$ cat src/rtl/apple1_text_pkg.sv
// rtl/apple1_text_pkg.sv - shared types, ASCII constants and byte translation for the text injector
package apple1_text_pkg;

    typedef enum logic [1:0] {IDLE, FETCH, PRESENT, GAP} state_t;

    localparam logic [6:0] ASCII_LF  = 7'h0A;
    localparam logic [6:0] ASCII_CR  = 7'h0D;
    localparam logic [6:0] ASCII_ESC = 7'h1B;

    localparam logic [1:0] LF_PASS     = 2'd0;
    localparam logic [1:0] LF_TO_CR    = 2'd1;
    localparam logic [1:0] LF_DROP     = 2'd2;
    localparam logic [1:0] LF_COLLAPSE = 2'd3;

    typedef struct packed {
        logic       keep;
        logic [6:0] chr;
    } xlat_t;

    function automatic xlat_t translate(input logic [6:0] c, input logic upcase_en,
                                        input logic [1:0] lf_mode, input logic prev_cr);
        xlat_t r;
        r.keep = 1'b0;
        r.chr  = c;
        if (c == ASCII_LF) begin
            case (lf_mode)
                LF_PASS:  r.keep = 1'b1;
                LF_TO_CR: begin r.keep = 1'b1; r.chr = ASCII_CR; end
                LF_DROP:  r.keep = 1'b0;
                default:  begin r.keep = !prev_cr; r.chr = ASCII_CR; end
            endcase
        end else if (c == ASCII_CR || c == ASCII_ESC) begin
            r.keep = 1'b1;
        end else if (c >= 7'h61 && c <= 7'h7A) begin
            r.keep = 1'b1;
            if (upcase_en) r.chr = c - 7'h20;
        end else if (c >= 7'h20 && c <= 7'h5F) begin
            r.keep = 1'b1;
        end else if (c >= 7'h60 && c <= 7'h7E) begin
            // backtick, braces, bar and tilde have no upper-case twin on the Apple-I
            r.keep = !upcase_en;
        end
        return r;
    endfunction

endpackage

$ cat src/rtl/text_fifo.sv
// rtl/text_fifo.sv - synchronous FIFO with flush; head entry readable without a pop
module text_fifo #(
    parameter int DEPTH = 16,
    parameter int WIDTH = 7,
    localparam int AW = $clog2(DEPTH),
    localparam int CW = AW + 1
) (
    input  logic             clk25,
    input  logic             rst_n,
    input  logic             flush,
    input  logic             push,
    input  logic [WIDTH-1:0] push_data,
    input  logic             pop,
    output logic [WIDTH-1:0] head_data,
    output logic             full,
    output logic             empty,
    output logic [CW-1:0]    count_next
);

    logic [WIDTH-1:0] mem [DEPTH];
    logic [AW-1:0]    wr_ptr;
    logic [AW-1:0]    rd_ptr;
    logic [CW-1:0]    count;
    logic             do_push;
    logic             do_pop;

    assign full      = count[AW];
    assign empty     = (count == '0);
    assign head_data = mem[rd_ptr];
    // a flush cycle still accepts the byte arriving with it, as entry 0
    assign do_push   = push & (flush | ~full);
    assign do_pop    = pop & ~empty & ~flush;

    always_comb begin
        count_next = count;
        if (flush)
            count_next = {{AW{1'b0}}, push};
        else if (do_push && !do_pop)
            count_next = count + CW'(1);
        else if (!do_push && do_pop)
            count_next = count - CW'(1);
    end

    always_ff @(posedge clk25) begin
        if (!rst_n) begin
            wr_ptr <= '0;
            rd_ptr <= '0;
            count  <= '0;
        end else begin
            count <= count_next;
            if (flush) begin
                rd_ptr <= '0;
                wr_ptr <= {{(AW-1){1'b0}}, push};
            end else begin
                if (do_push) wr_ptr <= wr_ptr + AW'(1);
                if (do_pop)  rd_ptr <= rd_ptr + AW'(1);
            end
        end
    end

    always_ff @(posedge clk25) begin
        if (do_push) mem[flush ? '0 : wr_ptr] <= push_data;
    end

endmodule

$ cat src/rtl/ioctl_text_injector.sv
// rtl/ioctl_text_injector.sv - paces downloaded ASCII text into the Apple-I keyboard register
module ioctl_text_injector #(
    parameter int FIFO_DEPTH = 16,
    parameter int ADDR_W     = 16,
    parameter int CHAR_GAP   = 25000,
    parameter int LINE_GAP   = 250000
) (
    input  logic              clk25,
    input  logic              rst_n,
    input  logic              ioctl_download,
    input  logic              ioctl_wr,
    input  logic [ADDR_W-1:0] ioctl_addr,
    input  logic [7:0]        ioctl_dout,
    output logic              ioctl_wait,
    input  logic              upcase_en,
    input  logic [1:0]        lf_mode,
    output logic [6:0]        kbd_data,
    output logic              kbd_valid,
    input  logic              kbd_ack,
    output logic              busy,
    output logic              overflow
);
    import apple1_text_pkg::*;

    localparam int GAP_MAX = (CHAR_GAP > LINE_GAP) ? CHAR_GAP : LINE_GAP;
    localparam int TW      = $clog2(GAP_MAX + 1);
    localparam int CW      = $clog2(FIFO_DEPTH) + 1;

    state_t        state;
    state_t        state_next;
    logic          dl_prev;
    logic          dl_rise;
    logic [TW-1:0] gap_timer;
    logic          prev_cr;
    logic          fifo_push;
    logic          fifo_pop;
    logic          fifo_full;
    logic          fifo_empty;
    logic [6:0]    fifo_head;
    logic [CW-1:0] fifo_count_next;
    logic          present_load;
    logic          gap_load;
    xlat_t         xl;

    wire unused_inputs = &{1'b0, ioctl_addr, ioctl_dout[7]};

    assign dl_rise   = ioctl_download & ~dl_prev;
    assign fifo_push = ioctl_wr & ioctl_download;
    assign xl        = translate(fifo_head, upcase_en, lf_mode, prev_cr);
    assign busy      = ~fifo_empty | (state != IDLE);

    text_fifo #(.DEPTH(FIFO_DEPTH), .WIDTH(7)) u_fifo (
        .clk25      (clk25),
        .rst_n      (rst_n),
        .flush      (dl_rise),
        .push       (fifo_push),
        .push_data  (ioctl_dout[6:0]),
        .pop        (fifo_pop),
        .head_data  (fifo_head),
        .full       (fifo_full),
        .empty      (fifo_empty),
        .count_next (fifo_count_next)
    );

    always_ff @(posedge clk25) begin
        if (!rst_n) state <= IDLE;
        else        state <= state_next;
    end

    always_comb begin
        state_next   = state;
        fifo_pop     = 1'b0;
        present_load = 1'b0;
        gap_load     = 1'b0;
        if (dl_rise) begin
            state_next = FETCH;
        end else begin
            case (state)
                IDLE: ;
                FETCH: begin
                    if (!fifo_empty) begin
                        fifo_pop = 1'b1;
                        if (xl.keep) begin
                            present_load = 1'b1;
                            state_next   = PRESENT;
                        end
                    end else if (!ioctl_download) begin
                        state_next = IDLE;
                    end
                end
                PRESENT: begin
                    if (kbd_ack) begin
                        gap_load   = 1'b1;
                        state_next = GAP;
                    end
                end
                GAP:     if (gap_timer == '0) state_next = FETCH;
                default: state_next = IDLE;
            endcase
        end
    end

    always_ff @(posedge clk25) begin
        if (!rst_n) begin
            dl_prev    <= 1'b0;
            gap_timer  <= '0;
            prev_cr    <= 1'b0;
            kbd_data   <= '0;
            kbd_valid  <= 1'b0;
            overflow   <= 1'b0;
            ioctl_wait <= 1'b0;
        end else begin
            dl_prev <= ioctl_download;
            // from the next count so the slack covers hps_io's in-flight writes
            ioctl_wait <= (fifo_count_next >= CW'(FIFO_DEPTH - 2));
            if (dl_rise) begin
                overflow  <= 1'b0;
                kbd_valid <= 1'b0;
                prev_cr   <= 1'b0;
                gap_timer <= '0;
            end else begin
                if (fifo_push && fifo_full) overflow <= 1'b1;
                if (present_load) begin
                    kbd_data  <= xl.chr;
                    kbd_valid <= 1'b1;
                    prev_cr   <= (xl.chr == ASCII_CR);
                end
                if (gap_load) begin
                    kbd_valid <= 1'b0;
                    gap_timer <= (kbd_data == ASCII_CR) ? TW'(LINE_GAP) : TW'(CHAR_GAP);
                end else if (state == GAP && gap_timer != '0) begin
                    gap_timer <= gap_timer - TW'(1);
                end
            end
        end
    end

endmodule

$ cat config.mk
export PLATFORM = sky130hd
export DESIGN_NAME = ioctl_text_injector
export DESIGN_NICKNAME = d
export VERILOG_FILES = /design/src/rtl/apple1_text_pkg.sv /design/src/rtl/text_fifo.sv /design/src/rtl/ioctl_text_injector.sv
export SDC_FILE = /design/constraint.sdc
export NUM_CORES = 1
export LEC_CHECK = 0
export ABC_AREA = 1
export BUFFER_PORTS_ARGS = -buffer_cell sky130_fd_sc_hd__clkbuf_2
export CAP_MARGIN = 20
export CORE_ASPECT_RATIO = 0.9
export CORE_MARGIN = 3
export CORE_UTILIZATION = 65
export CTS_BUF_LIST = sky130_fd_sc_hd__clkbuf_16
export CTS_CLUSTER_SIZE = 25
export DETAILED_ROUTE_END_ITERATION = 12
export GPL_TIMING_DRIVEN = 0
export HOLD_SLACK_MARGIN = 0.05
export PLACE_DENSITY = 0.84
export SYNTH_ARGS = -nofsm -noshare
export SYNTH_HDL_FRONTEND = slang
export SYNTH_SLANG_ARGS = --single-unit
export TNS_END_PERCENT = 50
$ cat constraint.sdc
create_clock -name clk25 -period 4.7 [get_ports clk25]
set_clock_uncertainty 0.2 [all_clocks]
set_input_delay 0.47 -clock clk25 [delete_from_list [all_inputs] [get_ports clk25]]
set_output_delay 0.47 -clock clk25 [all_outputs]
set_load 0.01 [all_outputs]
==> run summary <==
Std cell rows: 36
Maximum clock frequency: 316.0 MHz
CP max stage cell: nor2_1
WS Path Type: reg -> reg
Hold_sp: ioctl_download
Distinct cells, synth: 40
Initial antenna violation count: 0
Clock buffer depth: 2
Hold Crit Class: in -> reg
Area grow syn2layout: 12.11%
Clock Latency Late Sink: 0.43 ns
WP buf/inv: 3
Vias in the first global route: 5816
CTS HTree Levels: 4
RSZ-0062 raised after global routing: false
Leakage: 3.614 nW
Post-synth EDFFs: 112
CP arrival: 3.33 ns
Min cycle time layout: 3.165 ns
Die ar.: 0.01300 mm²
Largest net degree at the start of global routing: 17
Post-CTS Setup Bufs: 0
Sequential area share after synthesis: 57.30%
Wire length per cell: 17.20 µm
Post-layout util: 76.71%
Final std cells w/o fill: 1060
Share of cells above drive strength 1: 10.79%
Met1 WL: 7433 µm
Worst Setup Slack, final: 1.535 ns
Mapped Area: 0.007581 mm²
Final setup TNS: 0 ns
Port Buffers: 25
Least-Margin Pin Slew: 0.9025 ns
Place WS: 1.408 ns
I/O pins: 43
Cell count after synthesis: 851
Die W: 119.8 µm
Starting Density: 68.42%
Startpoint types: register
First-pass GRT wire length: 28650 µm
Prevailing post-synth register cell: edfxtp_1
CTS tree: built
DRC Markers: 0
Met2 Wirelength: 8370 µm
P per Cell Area: 432.3 mW/mm²
Hold Vio Cnt, Final: 0
Clk sinks: 161
Yosys reg bits: 161
Worst-path clk slew: 0.06 ns
HPWL Detailed: 12560 µm
Outcome: complete, no violations
Critical Path RT: 4.86 ns
Final ANT Viol Nets: 0
Worst setup path start: dl_prev$_SDFF_PN0_
Die Ht: 108.5 µm
Vias per cell: 5.792
Max IR drop VDD: 0.0003155 V
Crit path capture type: register
Fin nets: 940
Fill count: 758
Reg-to-Reg Start: dl_prev$_SDFF_PN0_
Crit path max fanout: 9
CTS Hold Bufs: 0
CP max stage delay: 0.59 ns
Max cap viols: 0
Placed insts: 1028
Relative slew slack: 39.61%
Iteration-0 DRC Markers: 886
Syn. warnings: 0
Vias post-DR: 6140
Slew Limit Fails: 0
Async SR Flop Fraction: 0%
Period utilization: 67.33%
CP Cell Sequence: inv_1 -> nand2_1 -> clkinv_1 -> nor2_1 -> clkinv_1 -> nor2_1 -> o21ai_0 -> a21oi_1
Commonest non-fill, non-tap cell in the layout: nand2_1
Highest Signal Layer: met4
GR Util All Layers: 29.08%
Num CTS Buffers: 17
Diode count: 0
Wire length on met3: 2019 µm
Drt first pass iters: 6
Syn avg cell area: 8.908 µm²
Setup violations, final: 0
Final WL: 18240 µm
GR Overflow Total: 0
Cts repair resizes: 0
CP top delay family: simple AND/OR/NAND/NOR gates
Root Driver: clkbuf_16
Core area: 0.01108 mm²
Mapped Nets: 896
Most frequent cells in the layout: nand2_1, edfxtp_1, inv_1
RD Place Congestion: 0.9659
[state kept, by name (all words and copies together), names as in the netlist, named ones only]
register	count
u_fifo.wr_ptr	4
overflow	1
u_fifo.mem	112
dl_prev	1
prev_cr	1
u_fifo.rd_ptr	4
kbd_data	7
u_fifo.count	5
state	2
kbd_valid	1
gap_timer	18
ioctl_wait	1
[area by class of cell]
class	count	area, µm²	share of cell area (%)
buffer	23	167.7	1.973
sequential	161	4344	51.11
timing repair buffer	25	125.1	1.472
clock inverter	15	177.7	2.090
multi-input combinational	551	2626	30.90
clock buffer	17	425.4	5.005
tap	152	190.2	2.238
inverter	116	442.9	5.211
[layer usage]
layer  track usage [%]  vias up
li1                  -     2900
met1             39.19     2855
met2             45.81      344
met3             7.165       41
met4             11.94        0
met5                 0        -
[worst paths after layout]
| check | to | slack (ns) | cells after the start |
|---|---|---|---|
| max | gap_timer[11]$_SDFFE_PP0P_ | 1.54 | 8 |
| min | dl_prev$_SDFF_PN0_ | 0.09 | 3 |
| max reg2reg | gap_timer[11]$_SDFFE_PP0P_ | 1.54 | 8 |
| min reg2reg | gap_timer[6]$_SDFFE_PP0P_ | 0.26 | 1 |
[stage by stage]
| stage | total power [mW] | hold WS (ns) | cell area, µm² |
|---|---|---|---|
| global route | 3.813 | 0.1047 | 8499 |
| floorplan | 2.084 | 0.2220 | 7581 |
| global placement | 2.238 | 0.2363 | 7896 |
| finish | 3.675 | 0.08951 | 8499 |
| CTS | 3.663 | 0.08179 | 8499 |
| detailed placement | 2.269 | 0.2428 | 7896 |
[Yosys cell counts (2+ instances only)]
master,number,area (µm²)
a21oi_1,34,170.2
nand2_1,217,814.5
nand3_2,3,30.03
nand3_1,89,445.4
nand2_2,6,37.54
o211ai_1,7,52.55
inv_1,105,394.1
xnor2_1,3,26.28
a211oi_1,2,15.01
o21ai_1,9,45.04
buf_6,7,78.83
o21a_1,3,22.52
or2_2,2,12.51
nand4_1,10,62.56
nor4_1,5,31.28
clkinv_1,4,15.01
dfxtp_1,49,980.9
buf_4,5,37.54
ha_1,13,162.7
nor2_2,2,12.51
inv_2,5,18.77
xor2_1,7,61.31
o21ai_0,31,155.2
clkbuf_1,3,11.26
edfxtp_1,112,3363
nor2_1,90,337.8
buf_2,7,35.03
nor3_1,9,45.04
[power by group]
group          total [mW]  switching [mW]  internal [mW]
Sequential           1.59          0.0317           1.55
Clock                1.41           0.569          0.840
Combinational       0.679           0.460          0.220
[logic make-up (layout without fill, tap and decap cells)]
| logic type | Yosys count | after routing | share of synthesized area [%] |
|---|---|---|---|
| AOI/OAI and AO/OA | 91 | 91 | 6.602 |
| DFF | 161 | 161 | 57.30 |
| adders and majority gates | 13 | 13 | 2.146 |
| xor gates and xnor gates | 10 | 10 | 1.155 |
| and+or+nand+nor | 437 | 437 | 24.74 |
| buffers and inverters | 139 | 196 | 8.054 |
[tightest hold or removal path: cells and delay by family]
family                 cells  cell delay (ns)
and+or+nand+nor            1             0.06
buffers and inverters      2             0.14
Note: power is estimated with default switching activity, not from simulation.
